**config.mk**
```make
export PLATFORM = sky130hd
export DESIGN_NAME = mmio_master
export DESIGN_NICKNAME = d
export VERILOG_FILES = /design/src/rtl/mmio_master.sv
export SDC_FILE = /design/constraint.sdc
export NUM_CORES = 1
export LEC_CHECK = 0
export BUFFER_PORTS_ARGS = -buffer_cell sky130_fd_sc_hd__buf_4
export CAP_MARGIN = 20
export CORE_MARGIN = 2
export CORE_UTILIZATION = 40
export CTS_CLUSTER_SIZE = 20
export DETAILED_ROUTE_END_ITERATION = 10
export PLACE_DENSITY = 0.63
export SLEW_MARGIN = 20
export SYNTH_ARGS = -nofsm -noshare
export SYNTH_HDL_FRONTEND = slang
export SYNTH_SLANG_ARGS = --single-unit
```
**constraint.sdc**
```tcl
create_clock -name clk -period 2.75 [get_ports clk]
set_clock_uncertainty 0.2 [all_clocks]
set_input_delay 0.825 -clock clk [delete_from_list [all_inputs] [get_ports clk]]
set_output_delay 0.825 -clock clk [all_outputs]
set_load 0.02 [all_outputs]
```
**src/rtl/mmio_master.sv**
```systemverilog
// Single-outstanding load/store initiator onto the one-cycle peripheral bus.
// Latency: aligned access 2 cycles accept->resp_valid, misaligned 1 cycle (bus untouched).
// Backpressure: response registers hold until resp_ready; req_ready only in IDLE.
module mmio_master #(
    parameter int ADDR_W = 32
) (
    input  logic              clk,
    input  logic              rstn,
    input  logic              req_valid,
    output logic              req_ready,
    input  logic              req_wr,
    input  logic [ADDR_W-1:0] req_addr,
    input  logic [1:0]        req_size,
    input  logic              req_unsigned,
    input  logic [63:0]       req_wdata,
    output logic              resp_valid,
    input  logic              resp_ready,
    output logic [63:0]       resp_rdata,
    output logic              resp_error,
    output logic              cen,
    output logic              wr,
    output logic [ADDR_W-1:0] addr,
    output logic [63:0]       wdata,
    output logic [7:0]        wstrb,
    input  logic [63:0]       rdata,
    input  logic              error
);

    typedef enum logic [1:0] {
        IDLE   = 2'd0,
        ACCESS = 2'd1,
        RESP   = 2'd2
    } state_t;

    state_t state, state_nxt;

    logic              q_wr;
    logic              q_uns;
    logic [ADDR_W-1:0] q_addr;
    logic [1:0]        q_size;
    logic [63:0]       q_wdata;

    logic              misaligned;
    logic [2:0]        off;
    logic [63:0]       size_mask;
    logic [7:0]        strb_base;
    logic [63:0]       rd_shift;
    logic [63:0]       ld_data;
    logic              sx;

    assign off = q_addr[2:0];

    always_comb begin
        misaligned = 1'b0;
        case (req_size)
            2'd0:    misaligned = 1'b0;
            2'd1:    misaligned = req_addr[0];
            2'd2:    misaligned = |req_addr[1:0];
            default: misaligned = |req_addr[2:0];
        endcase
    end

    always_ff @(posedge clk or negedge rstn) begin
        if (!rstn) state <= IDLE;
        else       state <= state_nxt;
    end

    always_comb begin
        state_nxt  = state;
        req_ready  = 1'b0;
        resp_valid = 1'b0;
        cen        = 1'b0;
        case (state)
            IDLE: begin
                req_ready = 1'b1;
                if (req_valid) state_nxt = misaligned ? RESP : ACCESS;
            end
            ACCESS: begin
                cen       = 1'b1;
                state_nxt = RESP;
            end
            RESP: begin
                resp_valid = 1'b1;
                if (resp_ready) state_nxt = IDLE;
            end
            default: state_nxt = IDLE;
        endcase
    end

    always_comb begin
        size_mask = 64'hFF;
        strb_base = 8'h01;
        case (q_size)
            2'd0: begin size_mask = 64'h0000_0000_0000_00FF; strb_base = 8'h01; end
            2'd1: begin size_mask = 64'h0000_0000_0000_FFFF; strb_base = 8'h03; end
            2'd2: begin size_mask = 64'h0000_0000_FFFF_FFFF; strb_base = 8'h0F; end
            default: begin size_mask = 64'hFFFF_FFFF_FFFF_FFFF; strb_base = 8'hFF; end
        endcase
    end

    // Bus outputs decode from state so an async reset clears them without a clock.
    assign wr    = cen & q_wr;
    assign addr  = cen ? q_addr : '0;
    assign wstrb = wr ? (strb_base << off) : 8'h00;
    assign wdata = wr ? ((q_wdata & size_mask) << {off, 3'b000}) : 64'h0;

    assign rd_shift = rdata >> {off, 3'b000};

    always_comb begin
        ld_data = rd_shift;
        sx      = 1'b0;
        case (q_size)
            2'd0: begin
                sx      = ~q_uns & rd_shift[7];
                ld_data = {{56{sx}}, rd_shift[7:0]};
            end
            2'd1: begin
                sx      = ~q_uns & rd_shift[15];
                ld_data = {{48{sx}}, rd_shift[15:0]};
            end
            2'd2: begin
                sx      = ~q_uns & rd_shift[31];
                ld_data = {{32{sx}}, rd_shift[31:0]};
            end
            default: ld_data = rd_shift;
        endcase
    end

    always_ff @(posedge clk or negedge rstn) begin
        if (!rstn) begin
            q_wr       <= 1'b0;
            q_uns      <= 1'b0;
            q_addr     <= '0;
            q_size     <= 2'd0;
            q_wdata    <= 64'h0;
            resp_rdata <= 64'h0;
            resp_error <= 1'b0;
        end else if (state == IDLE && req_valid) begin
            q_wr    <= req_wr;
            q_uns   <= req_unsigned;
            q_addr  <= req_addr;
            q_size  <= req_size;
            q_wdata <= req_wdata;
            if (misaligned) begin
                resp_rdata <= 64'h0;
                resp_error <= 1'b1;
            end
        end else if (state == ACCESS) begin
            resp_error <= error;
            resp_rdata <= (error || q_wr) ? 64'h0 : ld_data;
        end
    end

endmodule

```
==> impl_metrics.prom <==
# TYPE chip_impl_metric gauge
chip_impl_info{name="status",value="finished with violations"} 1
chip_impl_info{name="violations",value="setup timing"} 1
chip_impl_info{name="tritoncts_clock_tree",value="done"} 1
chip_impl_metric{name="power-per-cell-area",unit="nW/µm²"} 941
chip_impl_metric{name="worst_slew_pin_slew",unit="ps"} 771
chip_impl_info{name="startpoint_type",value="flop"} 1
chip_impl_metric{name="drtIter0Drc",unit=""} 975
chip_impl_metric{name="grt_first_pass_wirelength",unit="mm"} 63.4
chip_impl_metric{name="cts_buffer_depth",unit=""} 2
chip_impl_metric{name="ys.warnings.count",unit=""} 0
chip_impl_metric{name="dp.final_hpwl",unit="mm"} 30.3
chip_impl_metric{name="layout_cells_sized_above_1",unit="%"} 56.9
chip_impl_metric{name="initial_utilization",unit="%"} 40.6
chip_impl_metric{name="met2RoutedLength",unit="mm"} 19.8
chip_impl_metric{name="proportion_of_register_bits_with_asynchronous_set_or_reset_after_synthesis",unit="%"} 100
chip_impl_info{name="routed.top_layer",value="met4"} 1
chip_impl_metric{name="syn_area",unit="µm²"} 10500
chip_impl_metric{name="numPortBuffers",unit=""} 341
chip_impl_info{name="critical_path_class",value="flop to output port"} 1
chip_impl_metric{name="ys_seq_elements",unit=""} 167
chip_impl_info{name="most_frequent_standard_cell_in_the_layout_excluding_fill_and_tap_cells",value="sky130_fd_sc_hd__buf_4"} 1
chip_impl_info{name="leading_cell_types_in_the_layout_fill_and_taps_excluded",value="sky130_fd_sc_hd__buf_4, sky130_fd_sc_hd__dfrtp_1, sky130_fd_sc_hd__mux2_2, sky130_fd_sc_hd__buf_6, sky130_fd_sc_hd__nand2_1"} 1
chip_impl_metric{name="drt_wl_total",unit="mm"} 44.4
chip_impl_metric{name="syn-num-nets",unit=""} 1231
chip_impl_metric{name="tritonroute_pass_1_iters",unit=""} 5
chip_impl_metric{name="nets",unit=""} 1647
chip_impl_metric{name="seq_area_frac_synth",unit="%"} 39.7
chip_impl_metric{name="drc_errors",unit=""} 0
chip_impl_metric{name="setup_slack",unit="ps"} -570
chip_impl_metric{name="crit_fanout",unit=""} 6
chip_impl_metric{name="route.met3.wl",unit="mm"} 3.92
chip_impl_metric{name="route.antenna.remaining_nets",unit=""} 0
chip_impl_metric{name="number_of_slew_limit_violations_in_the_final_report",unit=""} 0
chip_impl_metric{name="arrival",unit="ps"} 2300
chip_impl_metric{name="vdd.ir_drop.worst",unit="mV"} 0.597
chip_impl_metric{name="dpl_worst_slack",unit="ps"} -135
chip_impl_metric{name="cellLeakagePower",unit="µW"} 0.00757
chip_impl_metric{name="ys_types",unit=""} 58
chip_impl_metric{name="io_pins",unit=""} 342
chip_impl_info{name="synth-main-ff-cell",value="sky130_fd_sc_hd__dfrtp_1"} 1
chip_impl_metric{name="slew-limit-headroom",unit="%"} 48.4
chip_impl_metric{name="grt_pass1_vias",unit=""} 10300
chip_impl_metric{name="num_vias",unit=""} 10800
chip_impl_metric{name="post_synth_inst_count",unit=""} 1062
chip_impl_metric{name="postSynthAreaPerCell",unit="µm²"} 9.90
chip_impl_metric{name="cts_buffers",unit=""} 17
chip_impl_metric{name="drv.max_cap_violation_count",unit=""} 0
chip_impl_metric{name="gp_routability_congestion",unit=""} 0.940
chip_impl_metric{name="final_hold_viol_count",unit=""} 0
chip_impl_metric{name="fp.dieH",unit="µm"} 166
chip_impl_metric{name="grt_antenna_before_repair",unit=""} 1
chip_impl_metric{name="layout_worst_path_cycle_share",unit="%"} 121
chip_impl_metric{name="period_minus_slack",unit="ps"} 3320
chip_impl_metric{name="post_drt_wl_per_cell",unit="µm"} 24.3
chip_impl_metric{name="setup-tns-final",unit="ps"} -28830
chip_impl_info{name="clock_tree.root_cell",value="sky130_fd_sc_hd__clkbuf_16"} 1
chip_impl_metric{name="global_route.usage.total",unit="%"} 29.5
chip_impl_metric{name="m1WireLength",unit="mm"} 19.0
chip_impl_metric{name="max_clock_freq",unit="MHz"} 301
chip_impl_metric{name="synth-edff-count",unit=""} 0
chip_impl_metric{name="fp-row-count",unit=""} 59
chip_impl_metric{name="cp.required",unit="ps"} 1730
chip_impl_metric{name="floorplan.die.width",unit="µm"} 166
chip_impl_metric{name="hold_buffer_count_at_cts",unit=""} 0
chip_impl_metric{name="core_area",unit="µm²"} 25900
chip_impl_metric{name="avgViaCountPerCell",unit=""} 5.94
chip_impl_metric{name="largest_net_degree_at_the_start_of_global_routing",unit=""} 61
chip_impl_metric{name="design.die.area",unit="µm²"} 27600
chip_impl_metric{name="clock_sinks",unit=""} 167
chip_impl_info{name="critical_path_sink_type",value="output port"} 1
chip_impl_metric{name="clk_transition_reported_paths",unit="ps"} 80
chip_impl_metric{name="global_route.overflow_total",unit=""} 0
chip_impl_info{name="hold_path_class",value="primary input to asynchronous set/reset pin"} 1
chip_impl_metric{name="syn_to_final_growth",unit="%"} 58.8
chip_impl_info{name="unrepaired_setup_endpoints_after_global_routing",value="yes"} 1
chip_impl_metric{name="worst_skew_pair.late_latency",unit="ps"} 450
chip_impl_metric{name="h-tree-depth",unit=""} 4
chip_impl_metric{name="timing.final.setup_violations",unit=""} 104
==> critical path, stage by stage (launching register included) <==
cell and delay, ps:
sky130_fd_sc_hd__dfrtp_4 550, sky130_fd_sc_hd__buf_6 140, sky130_fd_sc_hd__clkbuf_16 140, sky130_fd_sc_hd__buf_6 100
sky130_fd_sc_hd__nand3b_1 180, sky130_fd_sc_hd__a21boi_2 260, sky130_fd_sc_hd__a211oi_2 110, sky130_fd_sc_hd__a211oi_2 190
sky130_fd_sc_hd__buf_4 170
==> routing by layer <==
metal / track usage (%) / vias to the layer above
met4: 11.8 / 0
li1: - / 4750
met2: 43.5 / 609
met1: 41.9 / 5386
met3: 6.91 / 100
met5: 0 / -
==> power by group <==
group	switching (µW)	internal, µW
Sequential	619	3150
Clock	1230	1310
Combinational	4900	4500
==> metrics by stage <==
stage | utilization (%) | cells | power [µW] | area [µm²] | hold WS [ps]
after floorplan | - | 1062 | 8120 | 10600 | 272
after global placement | 54.0 | 1727 | 10600 | 14000 | 267
after detailed placement | 54.0 | 1727 | 10700 | 14000 | 275
after CTS | 60.2 | 1787 | 14200 | 15600 | 118
after global routing | 64.5 | 1827 | 16400 | 16700 | 129
final | 64.5 | 1827 | 15700 | 16700 | 107
==> kinds of logic after synthesis <==
logic type,after synthesis,share of synthesized area (%)
flops,167,39.7
simple gates,291,13.1
mux,192,21.7
compound gates,294,19.5
buf+inv,118,6.00
==> synth_stat cells (29+ instances only) <==
library cell / number / area, µm²
sky130_fd_sc_hd__nor2_1: 94 / 353
sky130_fd_sc_hd__mux2_2: 116 / 1310
sky130_fd_sc_hd__clkbuf_1: 46 / 173
sky130_fd_sc_hd__and2_1: 35 / 219
sky130_fd_sc_hd__nand3_1: 29 / 145
sky130_fd_sc_hd__a21oi_1: 45 / 225
sky130_fd_sc_hd__mux2i_1: 53 / 531
sky130_fd_sc_hd__o21ai_0: 91 / 455
sky130_fd_sc_hd__a32o_1: 32 / 320
sky130_fd_sc_hd__dfrtp_1: 167 / 4180
sky130_fd_sc_hd__nand2_1: 79 / 297
sky130_fd_sc_hd__buf_2: 31 / 155
==> final timing paths <==
kind	startpoint	endpoint	cells past startpoint	slack, ps
max in group asynchronous	rstn	q_addr[1]	2	1620
max	q_addr[0]	wdata[49]	8	-570
min in group clk	resp_rdata[29]	resp_rdata[29]	1	290
max reg2reg	q_addr[0]	resp_rdata[55]	11	-100
min	rstn	q_wdata[50]	1	110
min reg2reg	resp_rdata[29]	resp_rdata[29]	1	290
==> area by class of cell <==
type | instances | area (µm²)
Clock inverter | 15 | 185
Sequential cell | 167 | 4190
Inverter | 14 | 63.8
Tap cell | 335 | 419
Clock buffer | 17 | 425
Multi-Input combinational cell | 779 | 6760
Timing Repair Buffer | 499 | 4650
Fill cell | 2056 | 9210
Antenna cell | 1 | 2.50
==> flip-flops by register name (all words and copies together) (netlist names) <==
register / cells
q_size: 2
resp_error: 1
q_wdata: 64
resp_rdata: 64
q_addr: 32
q_wr: 1
state: 2
q_uns: 1
==> what timing repair did <==
item	4_1_cts	5_1_grt
gates cloned	7	9
buffers inserted	27	39
gates resized for setup	184	167
endpoints found under the hold margin	0	0
endpoints found under the setup margin	104	92
pin swaps	34	82
Power figures use the tool's default switching activity.
